<file path="src/rtl/tl_sensor_model.sv">
// Intersection model driven by a traffic-light controller: per-lane car
// queues with gap-limited departures, sensor outputs and sticky error flags.

module tl_lane_q #(
    parameter int QMAX = 15
) (
    input  logic       clk,
    input  logic       reset,
    input  logic       serve,
    input  logic       gap_zero,
    input  logic       arr,
    output logic       dep,
    output logic       ovf,
    output logic [3:0] q
);
    localparam logic [3:0] QTOP = 4'(QMAX);

    assign dep = serve && gap_zero && (q != 4'd0);
    assign ovf = arr && !dep && (q == QTOP);

    // Arrival and departure on the same edge cancel out.
    always_ff @(posedge clk) begin
        if (reset)
            q <= 4'd0;
        else if (arr && !dep && (q != QTOP))
            q <= q + 4'd1;
        else if (dep && !arr)
            q <= q - 4'd1;
    end
endmodule


</file>
<file path="config.mk">
export PLATFORM = sky130hd
export DESIGN_NAME = tl_lane_q
export DESIGN_NICKNAME = d
export VERILOG_FILES = /design/src/rtl/tl_sensor_model.sv
export SDC_FILE = /design/constraint.sdc
export NUM_CORES = 1
export LEC_CHECK = 0
export ABC_AREA = 1
export CAP_MARGIN = 0
export CORE_AREA = 2 2 39 41
export DETAILED_ROUTE_END_ITERATION = 7
export DIE_AREA = 0 0 41 43
export DONT_BUFFER_PORTS = 1
export GPL_TIMING_DRIVEN = 1
export SYNTH_ARGS = -nofsm -noshare
export SYNTH_HDL_FRONTEND = slang
export SYNTH_SLANG_ARGS = --single-unit
</file>
<file path="constraint.sdc">
create_clock -name clk -period 2.05 [get_ports clk]
set_input_delay 0.3075 -clock clk [delete_from_list [all_inputs] [get_ports clk]]
set_output_delay 0.3075 -clock clk [all_outputs]
set_load 0.1 [all_outputs]
</file>
==> out/metrics.yaml <==
outcome:
  status: "finished, final reports clean"
final_layout:
  final_common_cell: "nor2_1"
  largest_reg_flops: 4
  fin_nets: 63
  layout_common_cells: "9 x nor2_1, 7 x nand2_1, 5 x inv_1, 5 x buf_4, 4 x dfxtp_4"
  drive_gt1_share_pct: 35.8
  fill_cells: 156
  diodes: 0
  reg_top3: "q: 4 flops"
  area_growth_syn_to_layout_pct: 43.9
  top_register: "q"
  stdcell_count: 69
pwr:
  vdd_drop_max_uv: 383
  p_sw_share_pct: 52.5
  power_frac_clock_pct: 20.4
  leakage_nw: 0.213
  p_int_mw: 0.233
  seqPwrFrac_pct: 23.3
  powerDensity_nw_per_um2: 1150
  p_switching_mw: 0.258
  total_power_mw: 0.490
  p_comb_share_pct: 56.3
logic_synthesis:
  ys_warn_count: 0
  synth_cell_type_count: 16
  avgSynthCellArea_um2: 6.74
  netlist_instances: 44
  ys_seq_area_share_pct: 27.0
  syn_nets: 52
  syn_area_um2: 297
  synth-seq-cells: 4
floorplanning:
  coreArea_um2: 1380
  die_h_um: 43
  fp-row-count: 14
  start_util_pct: 21.4
  die_area_um2: 1760
  io-pin-count: 11
  die_w_um: 41
clock_tree:
  cts.clk_slew.worst_paths_ps: 30
  hold_buffers: 0
  cts-resized-gates: 0
  numCtsBuffers: 3
  cts_sinks: 4
  cts_tree: "yes"
  root_buffer: "clkbuf_4"
  cts_setup_buffers: 0
  insertion_delay_ps: 240
  clock_path_buffers: 2
  h-tree-depth: 1
worst_setup_path:
  critPathCapture: "q[3]"
  crit_start: "q[3]"
  cp_slowest_cell: "dfxtp_4"
  reg2reg_to: "q[3]"
  cp_slowest_stage_delay_ps: 340
  worstPathRequired_ps: 2170
  crit_path_end_kind: "flip-flop"
  setup.worst_path.start_class: "flip-flop"
  crit_chain: "nor2_1 > nand2_1 > nand2_2 > nand3_2 > ha_1 > nand2_1 > nand2_1 > a21oi_1 > nand2_1 > a21oi_1 > nor2_1"
  r2r-start: "q[3]"
  critical_path_buf_inv_count: 0
  crit_type: "flip-flop to flip-flop"
  critPathTopFamily: "simple AND/OR/NAND/NOR gates"
  critPathMaxFanout: 5
  rrSetupSlack_ps: 320
  cp.arrival_ps: 1850
  r2r_cells: 11
  crit_cells: 11
  critPathMostFrequentCell: "nand2_1"
global_route:
  grt.total_usage_pct: 9.66
  grt_pass1_vias: 263
  antenna_found_initial: 0
  grt_max_degree: 6
  gr-total-overflow: 0
  grt_pass1_wl_mm: 1.08
sta:
  fmax_mhz: 579
  rsz0062_at_grt: "false"
  fin_skew_ps: 10.6
  hold_violations: 0
  worst_pin_slew_ps: 324
  slew_headroom_pct: 78.4
  post-route-period-util_pct: 84.3
  setup_viol: 0
  fin_crit_ps: 1730
  slew_viol_final: 0
route:
  first_iter_violations: 3
  num_vias: 297
  post_drt_wl_per_cell_um: 9.58
  viasPerCell: 4.30
  ant_nets: 0
  drtPass1Iterations: 2
  wirelength_um: 661
  drc: 0
worst_hold_path:
  holdPathStages: 3
  min_path_type: "input port to flip-flop"
placement:
  dp_cells: 66
  hpwl_um: 555
  gp_congestion: 0.799
  port_buffers: 0
flow_run:
  drv_cap: 0
how the worst min path moves through the flow:
stage / from / end / slack, ps
after floorplan: reset / q[3] / 470
after global placement: q[3] / q[3] / 490
after detailed placement: reset / q[3] / 510
after CTS: reset / q[3] / 260
after global routing: reset / q[3] / 280
final: reset / q[3] / 270
routing by layer:
layer  wire length (um)  GRT usage, %
met5                  0             0
met4                  0          2.00
met3                 60          8.38
met2                326          13.4
met1                274          11.0
tightest hold or removal path, stage by stage:
cell     delay, ps
inv_1           60
nand2_1         70
nor2_1          30
kinds of logic after synthesis:
group / count (synthesis) / synth area share [%]
buf+inv: 7 / 8.86
flops: 4 / 27.0
fa+ha+maj: 3 / 15.2
simple gates: 23 / 35.0
compound gates: 6 / 11.0
xor+xnor: 1 / 2.95
power by group through the flow:
stage	combinational, mW	clock [mW]	sequential, mW
floorplan	0.111	0	0.234
global placement	0.276	0	0.115
detailed placement	0.278	0	0.115
CTS	0.279	0.106	0.114
global route	0.298	0.115	0.116
finish	0.276	0.0999	0.114
cell type report:
class                      instances  area (um2)  share of cell area, %
clock buffer                       3        22.5                   5.28
inverter                           7        30.0                   7.04
multi-input combinational         33         201                   47.2
sequential                         4        95.1                   22.3
tap                               16        20.0                   4.69
timing repair buffer               6        57.6                   13.5
cells in the mapped netlist:
master   count  area [um2]
fa_1         1        20.0
nor3_1       1        5.00
xor2_1       1        8.76
nand3_2      1        10.0
ha_1         2        25.0
inv_2        1        3.75
nand4_1      1        6.26
nand3_1      2        10.0
o21ai_0      3        15.0
nand2_2      2        12.5
dfxtp_1      4        80.1
a21oi_1      2        10.0
nor2_1       9        33.8
inv_1        6        22.5
nand2_1      7        26.3
a21o_1       1        7.51
through the flow:
step | hold slack, ps | TNS, ps | setup WS (ps) | area [um2] | utilization (%)
CTS | 261 | 0 | 315 | 427 | 30.8
floorplan | 468 | -394 | -394 | 327 | -
detailed placement | 505 | 0 | 319 | 404 | 29.2
global route | 278 | 0 | 128 | 427 | 30.8
global placement | 493 | 0 | 362 | 404 | 29.2
finish | 273 | 0 | 322 | 427 | 30.8
(Power assumes the default switching activity.)
